--- src/rtl/bus_pkg.sv ---
// Shared definitions for the arbitrated 16-bit bus: master-port state
// encoding, the read/write direction constants used by the arbiter, the RAM
// and the master ports, and the default lane widths.
package bus_pkg;

  localparam int BUS_ADDR_W = 16;
  localparam int BUS_DATA_W = 16;

  localparam logic BUS_RW_WRITE = 1'b1;
  localparam logic BUS_RW_READ  = 1'b0;

  typedef enum logic [1:0] {
    BM_IDLE = 2'd0,
    BM_REQ  = 2'd1,
    BM_WAIT = 2'd2,
    BM_RESP = 2'd3
  } bus_master_state_t;

endpackage

--- src/rtl/bus_timeout.sv ---
// Saturating cycle counter with synchronous clear and an expire flag.
// While en is high it counts the cycles spent in some phase; expire is high
// during the LIMIT-th enabled cycle since the last clear, so the owner can
// leave the phase after at most LIMIT cycles.
//
// Ports:
//   clk    - clock, rising edge
//   rst    - synchronous active-high reset, counter to 0
//   clr    - synchronous clear, counter to 0 (has priority over counting)
//   en     - count enable
//   expire - combinational, LIMIT-th enabled cycle reached
module bus_timeout #(
  parameter int LIMIT = 10
) (
  input  logic clk,
  input  logic rst,
  input  logic clr,
  input  logic en,
  output logic expire
);

  localparam int CNT_W = (LIMIT > 2) ? $clog2(LIMIT) : 1;
  localparam logic [CNT_W-1:0] LAST = CNT_W'(LIMIT - 1);

  logic [CNT_W-1:0] cnt;

  always_ff @(posedge clk) begin
    if (rst || clr) begin
      cnt <= '0;
    end else if (en && (cnt != LAST)) begin
      cnt <= cnt + CNT_W'(1);
    end
  end

  assign expire = en && (cnt == LAST);

endmodule

--- src/rtl/bus_master_port.sv ---
// Initiator-side port for the shared arbitrated bus. Takes one read/write
// command at a time from local logic, requests the bus, drives its master
// lane while granted and returns read data or an error as a one-cycle
// response pulse.
//
// Ports:
//   clk, rst                       - clock and synchronous active-high reset
//   cmd_valid_i/cmd_ready_o        - command handshake (ready only when idle)
//   cmd_rw_i, cmd_addr_i, cmd_wdata_i - command direction, address, write data
//   rsp_valid_o, rsp_rdata_o, rsp_error_o - one-cycle completion, data, error
//   barq_o, bagd_i                 - bus request / grant for this lane
//   addr_o, rw_o, data_o           - lane address, direction, write data
//   data_i, data_strobe_i          - shared data bus and data-phase strobe
//   arbiter_error_i                - arbiter-signalled failure
module bus_master_port
  import bus_pkg::*;
#(
  parameter int ADDR_W  = BUS_ADDR_W,
  parameter int DATA_W  = BUS_DATA_W,
  parameter int TIMEOUT = 10
) (
  input  logic              clk,
  input  logic              rst,
  input  logic              cmd_valid_i,
  output logic              cmd_ready_o,
  input  logic              cmd_rw_i,
  input  logic [ADDR_W-1:0] cmd_addr_i,
  input  logic [DATA_W-1:0] cmd_wdata_i,
  output logic              rsp_valid_o,
  output logic [DATA_W-1:0] rsp_rdata_o,
  output logic              rsp_error_o,
  output logic              barq_o,
  input  logic              bagd_i,
  output logic [ADDR_W-1:0] addr_o,
  output logic              rw_o,
  output logic [DATA_W-1:0] data_o,
  input  logic [DATA_W-1:0] data_i,
  input  logic              data_strobe_i,
  input  logic              arbiter_error_i
);

  bus_master_state_t state, state_nxt;
  logic              err_q, err_nxt;
  logic              accept, on_bus, expire, xfer_ok;

  logic              rw_p0;
  logic [ADDR_W-1:0] addr_p0;
  logic [DATA_W-1:0] wdata_p0;
  logic [DATA_W-1:0] rdata_p1;

  assign accept  = cmd_valid_i && (state == BM_IDLE);
  assign on_bus  = (state == BM_REQ) || (state == BM_WAIT);
  assign xfer_ok = (state == BM_WAIT) && data_strobe_i && bagd_i && !arbiter_error_i;

  // Priorities: arbiter error > strobe > lost grant / timeout in WAIT;
  // arbiter error / timeout > grant in REQ.
  always_comb begin
    state_nxt = state;
    err_nxt   = err_q;
    case (state)
      BM_IDLE: begin
        if (accept) begin
          state_nxt = BM_REQ;
          err_nxt   = 1'b0;
        end
      end
      BM_REQ: begin
        if (arbiter_error_i || expire) begin
          state_nxt = BM_RESP;
          err_nxt   = 1'b1;
        end else if (bagd_i) begin
          state_nxt = BM_WAIT;
        end
      end
      BM_WAIT: begin
        if (arbiter_error_i) begin
          state_nxt = BM_RESP;
          err_nxt   = 1'b1;
        end else if (data_strobe_i && bagd_i) begin
          state_nxt = BM_RESP;
          err_nxt   = 1'b0;
        end else if (!bagd_i || expire) begin
          state_nxt = BM_RESP;
          err_nxt   = 1'b1;
        end
      end
      default: state_nxt = BM_IDLE;
    endcase
  end

  always_ff @(posedge clk) begin
    if (rst) begin
      state <= BM_IDLE;
      err_q <= 1'b0;
    end else begin
      state <= state_nxt;
      err_q <= err_nxt;
    end
  end

  // Stage p0: command latched on accept, held for the whole transaction
  always_ff @(posedge clk) begin
    if (accept) begin
      rw_p0    <= cmd_rw_i;
      addr_p0  <= cmd_addr_i;
      wdata_p0 <= cmd_wdata_i;
    end
  end

  // Stage p1: bus data captured in the strobe cycle
  always_ff @(posedge clk) begin
    if (xfer_ok) begin
      rdata_p1 <= data_i;
    end
  end

  // The counter restarts on every state change so REQ and WAIT each get a
  // full TIMEOUT budget.
  bus_timeout #(
    .LIMIT (TIMEOUT)
  ) u_timeout (
    .clk    (clk),
    .rst    (rst),
    .clr    (state_nxt != state),
    .en     (on_bus),
    .expire (expire)
  );

  // Lane and response outputs are decoded from state, so reset alone
  // forces them to zero without resetting the data registers.
  assign cmd_ready_o = (state == BM_IDLE);
  assign barq_o      = on_bus;
  assign addr_o      = on_bus ? addr_p0  : '0;
  assign rw_o        = on_bus ? rw_p0    : 1'b0;
  assign data_o      = on_bus ? wdata_p0 : '0;
  assign rsp_valid_o = (state == BM_RESP);
  assign rsp_error_o = (state == BM_RESP) && err_q;
  assign rsp_rdata_o = ((state == BM_RESP) && !err_q && (rw_p0 == BUS_RW_READ)) ? rdata_p1 : '0;

endmodule

--- config.mk ---
export PLATFORM = sky130hd
export DESIGN_NAME = bus_master_port
export DESIGN_NICKNAME = d
export VERILOG_FILES = /design/src/rtl/bus_pkg.sv /design/src/rtl/bus_timeout.sv /design/src/rtl/bus_master_port.sv
export SDC_FILE = /design/constraint.sdc
export NUM_CORES = 1
export LEC_CHECK = 0
export ABC_AREA = 1
export ABC_CLOCK_PERIOD_IN_PS = 3200
export CORE_ASPECT_RATIO = 1.1
export CORE_MARGIN = 10
export CORE_UTILIZATION = 30
export CTS_CLUSTER_DIAMETER = 100
export CTS_CLUSTER_SIZE = 8
export DETAILED_ROUTE_END_ITERATION = 6
export PLACE_DENSITY = 0.71
export SKIP_CTS_REPAIR_TIMING = 1
export SLEW_MARGIN = 20
export SYNTH_ARGS = -nofsm -noshare
export SYNTH_HDL_FRONTEND = slang
export SYNTH_SLANG_ARGS = --single-unit
--- constraint.sdc ---
create_clock -name clk -period 3.2 [get_ports clk]
set_clock_uncertainty 0.2 [all_clocks]
set_input_delay 0.8 -clock clk [delete_from_list [all_inputs] [get_ports clk]]
set_output_delay 0.8 -clock clk [all_outputs]
set_load 0.02 [all_outputs]
**After elaboration in Yosys (flattened, before gate mapping)**

Index checks and enable logic that the tools add are counted.

- Add/sub/neg operators: 1
- Equal/unequal tests: 9
- Muxes and demuxes: 17
- Bitwise operators: 1
- Reduce and logical (&&, ||, !) cells: 20

Operators by type and width:

| kind | count |
|---|---|
| $mux W16 | 3 |
| $mux W2 | 6 |
| $logic_and A1 B1 Y1 | 10 |
| $mux W1 | 6 |
| $pmux W2 S3 | 1 |
| $add A4 B1 Y4 const B | 1 |
| $eq A2 B2 Y1 const B | 2 |
| $eq A4 B4 Y1 const B | 1 |
| $logic_or A1 B1 Y1 | 4 |
| $ne A2 B1 Y1 const B | 2 |
| $ne A4 B2 Y1 const B | 1 |
| $ne A4 B4 Y1 const B | 1 |
| $reduce_and A4 Y1 | 1 |
| $logic_not A1 Y1 | 3 |
| $pmux W1 S3 | 1 |
| $reduce_bool A3 Y1 | 1 |
| $eq A2 B1 Y1 const B | 1 |
| $logic_not A2 Y1 | 1 |
| $ne A2 B2 Y1 | 1 |
| $not A1 Y1 | 1 |

- Register bits after elaboration: 56
- Bits of input ports: 55
- Output and inout bits: 53
- Word-level logic and storage cells: 55

**Logic depth before layout (Yosys ltp)**

Gate-level depths: netlist of the first run.

- Depth in word-level cells: 10
- Mapped depth: 12
- Depth with buffers taken out: 11

**Cells and area by module**

Synthesis of the first run repeated with hierarchy kept, for this count alone.

- Cells, all modules: 242
- Area, all modules: 2,453.6 um^2

Modules (own cells, without submodules):

| module | times used | cells each | area each (um^2) | seq. area each (um^2) |
|---|---|---|---|---|
| bus_master_port | 1 | 211 | 2,209.6 | 1,531.5 |
| bus_timeout | 1 | 31 | 244.0 | 80.1 |

**Least setup slack after synthesis of the first run**

OpenSTA, ideal clock, no wires.

- Path kind: register to output
- Start point: reg state[0]
- End point: out rsp_rdata_o[10]
- Data arrival time: 1.544 ns
- Required time: 2.200 ns
- Path slack: 0.656 ns
- Cell stages (with the launch flop): 7
- Path buffers: 1
- Path through: dfxtp_1 > ha_1 > inv_2 > nor2_1 > nand2_1 > clkbuf_1 > nor2_1

- Word-level cells in the longest chain between the ends: 4

Ends and longest elaborated chain:

| element | line | source |
|---|---|---|
| start: declaration | bus_master_port.sv:42 | `bus_master_state_t state, state_nxt;` |
| start signal: assignment | bus_master_port.sv:96 | `state <= state_nxt;` |
| $eq A2 B2 Y1 | - |  |
| net rsp_valid_o | bus_master_port.sv:29 | `output logic rsp_valid_o,` |
| $logic_and A1 B1 Y1 (2 in a row) | bus_master_port.sv:138 | `assign rsp_rdata_o = ((state == BM_RESP) && !err_q && (rw_p0 == BUS_RW_READ)) ? rdata_p1 : '0;` |
| $mux W16 | bus_master_port.sv:138 |  |
| end: declaration | bus_master_port.sv:30 | `output logic [DATA_W-1:0] rsp_rdata_o,` |

The timed path passes the listed nets, and every way through them passes these cells.

**Worst setup path after layout of the first run**

- Start point: reg state[1]
- End point: out addr_o[3]

- Word-level cells in the longest chain between the ends: 3
- Elaborated cells between the ends (all ways): 4
- Those cells by class: eq/ne (2); mux (1); reduce/logical (1)

Ends and longest elaborated chain:

| element | line | source |
|---|---|---|
| $eq A2 B1 Y1 / $eq A2 B2 Y1 (equally long branches) | bus_master_port.sv:52 | `assign on_bus = (state == BM_REQ) \|\| (state == BM_WAIT);` |
| $logic_or A1 B1 Y1 (*) | bus_master_port.sv:52 |  |
| $mux W16 (*) | bus_master_port.sv:133 | `assign addr_o = on_bus ? addr_p0 : '0;` |
| end: declaration | bus_master_port.sv:34 | `output logic [ADDR_W-1:0] addr_o,` |

Mark *: on every way between the ends. The rest lies on a longest branch, timed or not.

==> results of run 1 <==
## layout make-up
class	instances	area, sq um
clock buffers	5	68.8
repair buffers	111	1220
well taps	108	135
multi-input cells	108	554
clock inverters	3	22.5
inverters	66	253
flip-flops and latches	56	1610
fillers	729	4050
## stage by stage
step / TNS (ps) / worst slack, ps / cells / power [W] / utilization
after CTS: -1190 / -111 / 457 / 0.00314 / 0.473
after detailed placement: 0 / 243 / 449 / 0.00274 / 0.462
after global placement: 0 / 335 / 449 / 0.00272 / 0.462
final: 0 / 136 / 457 / 0.00306 / 0.489
after floorplan: 0 / 656 / 235 / 0.00198 / -
after global routing: 0 / 0.861 / 457 / 0.00330 / 0.489
## where the power goes
group | leakage, nW | internal, W | switching [W]
sequential | 0.515 | 0.000964 | 0.0000562
clock | 0.0485 | 0.000157 | 0.000232
combinational | 1.85 | 0.000676 | 0.000976
## logic make-up after synthesis
kind of cell,Yosys count,share of synthesized area
adder cells (fa/ha/maj),6,0.0307
AO/OA/AOI/OAI,8,0.0210
XOR/XNOR,3,0.0108
multiplexers,1,0.00410
flip-flops,56,0.660
buffers and inverters,71,0.114
AND/OR/NAND/NOR,90,0.159
## synthesized netlist by cell type (2+ instances only)
master	n
nand2_1	49
dfxtp_1	7
edfxtp_1	49
nand3_1	8
a21oi_1	2
nor2_1	26
inv_1	62
ha_1	6
inv_2	3
clkbuf_1	4
xor2_1	3
nand2_2	2
o21ai_0	3
## flip-flops by register name, indices dropped and copies added (netlist names)
| name | flops |
|---|---|
| addr_p0 | 16 |
| rdata_p1 | 16 |
| wdata_p0 | 16 |
| u_timeout.cnt | 4 |
| state | 2 |
| rw_p0 | 1 |
| err_q | 1 |
## metal layers
metal  share of wire  global-route usage  up-vias  wire length [um]
met5               0                   0        -                 0
met2            0.47               0.170       84              3020
met1            0.40               0.110      833              2590
li1                -                   -      940                 -
met4          0.0073              0.0244        0                47
met3            0.12              0.0591        4               751
## critical path, stage by stage, from the launching register on
cell and delay [ps]:
dfxtp_1 420, inv_2 90, ha_1 330, buf_8 190
nand2_1 70, inv_1 50, clkdlybuf4s50_1 600
## final timing paths
check,from,to,slack [ps],cells after the start
setup / recovery,state[1],addr_o[3],140,6
hold reg to reg,err_q,err_q,310,2
hold / removal,err_q,err_q,310,2
setup reg to reg,state[1],u_timeout.cnt[1],1130,12
## layout by cell type (no fill, tap or decap), drive strengths merged, types with 5 or more instances in the layout
master         netlist  routed
clkbuf               4       5
clkdlybuf4s50        0      62
dfxtp                7       7
dlymetal6s2s         0      45
edfxtp              49      49
ha                   6       6
inv                 65      66
nand2               51      51
nand3                9       9
nor2                27      27
==> results.toml, run 1 <==
[grt]
grt_pass1_wl_um = 10100
track_usage = 0.102
antenna_found_initial = 0
grt_pass1_vias = 1975
grt_max_degree = 34
grt_overflow_total = 0

[sta]
period_needed_ps = 3060
whs_ps = 312
tightest_slew_ps = 439
maxSlewHeadroom = 0.707
clock.fmax_mhz = 326
fin_crit_sh = 0.958
setup_viol = 0
grt_setup_unrepaired = "no"
drv_slew = 0
finalHoldViolCount = 0

[detailed_routing]
vias = 1861
routed_wl_um = 6400
wl_per_cell_um = 14.0
postRouteAntennaNets = 0
via_per_inst = 4.07
remaining_drc_errors = 0
drt_iter0_markers = 81
firstDrtPassIters = 4

[logic_synthesis]
synth-seq-area-share = 0.660
synth.area.top_cells = "edfxtp_1, inv_1, nand2_1"
ys_types = 24
syn_inst = 235
synth_top_area_share = 0.602
syn_area_sq_mm = 0.00244
synth_seq_cells = 56
syn-num-nets = 296
ys.flop_type = "edfxtp_1"
synth_warnings = 0
syn_avg_cell_area_sq_um = 10.4
synth_edf_count = 49
async_flop_share = 0
synth_area_leader_cell = "edfxtp_1"

[clocking]
cts_tree = "done"
insertion_delay_ps = 300
h-tree-depth = 2
cts_buffers = 5
cts_buffer_depth = 2
cts.clk_slew.worst_paths_ps = 100
clock_sinks = 56
root_buffer = "clkbuf_8"

[placed_design]
dpl.hpwl_um = 5050
place_area_sq_mm = 0.00365
io_buffers = 107
gp_congestion = 0.912

[floorplan]
start_util = 0.309
dieArea_sq_mm = 0.0122
rows = 34
core_area_sq_mm = 0.00791
dieWidth_um = 106
ios = 108
dieHeight_um = 115

[worst_setup_path]
worstPathRequired_ps = 2200
start_kind = "register"
critical_path.max_fanout = 22
arrival_ps = 2060
critPathCaptureType = "primary output"
critical_path_class = "reg -> out"

[pwr]
p_leak_nw = 2.41
max-vdd-ir-drop_uv = 366
powerDensity_mw_per_mm2 = 792

[cells_and_area]
final_nets = 409
diodes = 0
syn_to_final_growth_pct = 58.4
postLayoutCellArea_sq_mm = 0.00387
drive_gt1_frac = 0.0716

[job]
maxCapViolCount = 0

[worst_hold_path]
min-delay-path-class = "reg -> reg"

[outcome]
status = "finished clean"
No activity file was read; power rests on OpenSTA's default activity.
==> run 2, diff against run 1 <==
--- a/config.mk
+++ b/config.mk
@@ -8,7 +8,6 @@
 export ABC_AREA = 1
 export ABC_CLOCK_PERIOD_IN_PS = 3200
 export CORE_ASPECT_RATIO = 1.1
-export CORE_MARGIN = 10
 export CORE_UTILIZATION = 30
 export CTS_CLUSTER_DIAMETER = 100
 export CTS_CLUSTER_SIZE = 8
==> run 2 against run 1 <==
Cell count did not move. Clock power rose by 39%. Sequential power barely moved. Total power rose by 7.4%. Critical path type unchanged. Critical endpoint is now addr_o[7]. Largest cell class unchanged.
==> results.toml, run 2 (synthesis results as in run 1) <==
[grt]
antenna_found_initial = 0
grt_max_degree = 37
grt_overflow_total = 0
track_usage = 0.121
grt_pass1_vias = 1771
grt_pass1_wl_um = 7990

[cells_and_area]
drive_gt1_frac = 0.0774
final_cell_mix = "clkdlybuf4s50_1, inv_1, edfxtp_1"
fin_cells = 457
syn_to_final_growth_pct = 60.2
postLayoutCoreUtil = 0.494
top_regs = "addr_p0 (16), rdata_p1 (16), wdata_p0 (16)"
diodes = 0
fillerInstances = 731
mostFrequentLayoutCell = "clkdlybuf4s50_1"
final_nets = 409
postLayoutCellArea_sq_mm = 0.00391

[placed_design]
place_area_sq_mm = 0.00366
io_buffers = 107
gp_congestion = 0.863
dpl.hpwl_um = 3680
dp.cells = 448

[floorplan]
rows = 34
dieHeight_um = 96.6
start_util = 0.309
ios = 108
core_area_sq_mm = 0.00791
dieArea_sq_mm = 0.00851
dieWidth_um = 88.0

[worst_setup_path]
critical_path_class = "reg -> out"
rr_startpoint = "state[0]"
rrSetupSlack_ps = 1040
worst_r2r_path_depth = 12
arrival_ps = 2080
critPathCaptureType = "primary output"
start_kind = "register"
worstPathRequired_ps = 2200
reg2reg_to = "u_timeout.cnt[1]"
critical_path.max_fanout = 18

[detailed_routing]
remaining_drc_errors = 0
drt_iter0_markers = 59
routed_wl_um = 5170
firstDrtPassIters = 4
postRouteAntennaNets = 0
dr.max_layer_used = "met4"
wl_met2_um = 2510
vias = 1824
wl_per_cell_um = 11.3
wl_met3_um = 498
via_per_inst = 3.99
wl_met1_um = 2140

[clocking]
cts.clk_slew.worst_paths_ps = 100
clock_sinks = 56
h-tree-depth = 2
cts_buffer_depth = 2
insertion_delay_ps = 300
cts_buffers = 5
root_buffer = "clkbuf_8"
cts_tree = "done"

[pwr]
p_sw_frac = 0.383
power_frac_comb = 0.526
max-vdd-ir-drop_uv = 386
p_leak_nw = 2.24
cell_internal_pwr_w = 0.00203
p_switching_w = 0.00126
p_total_w = 0.00329
powerDensity_mw_per_mm2 = 840
clockPowerShare = 0.164
seq_power_share = 0.310

[worst_hold_path]
worstHoldStart = "err_q"
min_to = "err_q"
holdPathStages = 2
min-delay-path-class = "reg -> reg"

[sta]
setup_viol = 0
fin_crit_sh = 0.962
drv_slew = 0
fin_setup_tns_ps = 0
tightest_slew_ps = 432
period_needed_ps = 3080
grt_setup_unrepaired = "no"
finalHoldViolCount = 0
clock.fmax_mhz = 325
maxSlewHeadroom = 0.712

[outcome]
status = "finished clean"

[job]
maxCapViolCount = 0
run 2: cell count changes in the layout (fill, tap and decap cells not counted), sizes merged:
cell,before,now
clkdlybuf4s50,62,75
dlymetal6s2s,45,32
bufinv,0,2
clkinv,3,1
buf,4,3
clkbuf,5,6
run 2: layout make-up:
class / count / area, sq um / share of cell area
clock buffers: 5 / 68.8 / 0.0176
clock inverters: 3 / 68.8 / 0.0176
inverters: 66 / 253 / 0.0646
multi-input cells: 108 / 562 / 0.144
flip-flops and latches: 56 / 1610 / 0.413
well taps: 108 / 135 / 0.0345
repair buffers: 111 / 1210 / 0.310
run 2: routing by layer:
| metal | vias up | track usage |
|---|---|---|
| met1 | 801 | 0.137 |
| met4 | 0 | 0.0335 |
| met5 | - | 0 |
| met3 | 2 | 0.0401 |
| met2 | 81 | 0.213 |
| li1 | 940 | - |
run 2: worst max path at each step:
stage | start | end | slack (ps) | cells after the start
detailed placement | state[0] | rsp_rdata_o[4] | 240 | 6
global route | state[0] | rw_o | 20 | 6
CTS | state[0] | rsp_rdata_o[4] | -120 | 6
floorplan | state[0] | rsp_rdata_o[10] | 660 | 6
global placement | state[1] | rsp_rdata_o[8] | 350 | 6
finish | state[0] | addr_o[7] | 120 | 6
run 2: critical path, cell delays in order, from the launching register on:
cell and delay [ps]:
dfxtp_2 390, inv_1 100, ha_2 400, buf_12 170, nand2_1 60, inv_1 50, clkdlybuf4s50_1 610
run 2: through the flow:
step	setup slack [ps]	hold slack (ps)
after global placement	353	267
after CTS	-121	276
final	121	332
after floorplan	656	244
after global routing	23.9	360
after detailed placement	240	261
run 2: power by group through the flow:
| stage | logic, W | registers [W] | clock network (W) |
|---|---|---|---|
| floorplan | 0.000955 | 0.00102 | 0 |
| global placement | 0.00167 | 0.00103 | 0 |
| detailed placement | 0.00168 | 0.00103 | 0 |
| CTS | 0.00169 | 0.00102 | 0.000565 |
| global route | 0.00189 | 0.00103 | 0.000585 |
| finish | 0.00173 | 0.00102 | 0.000540 |
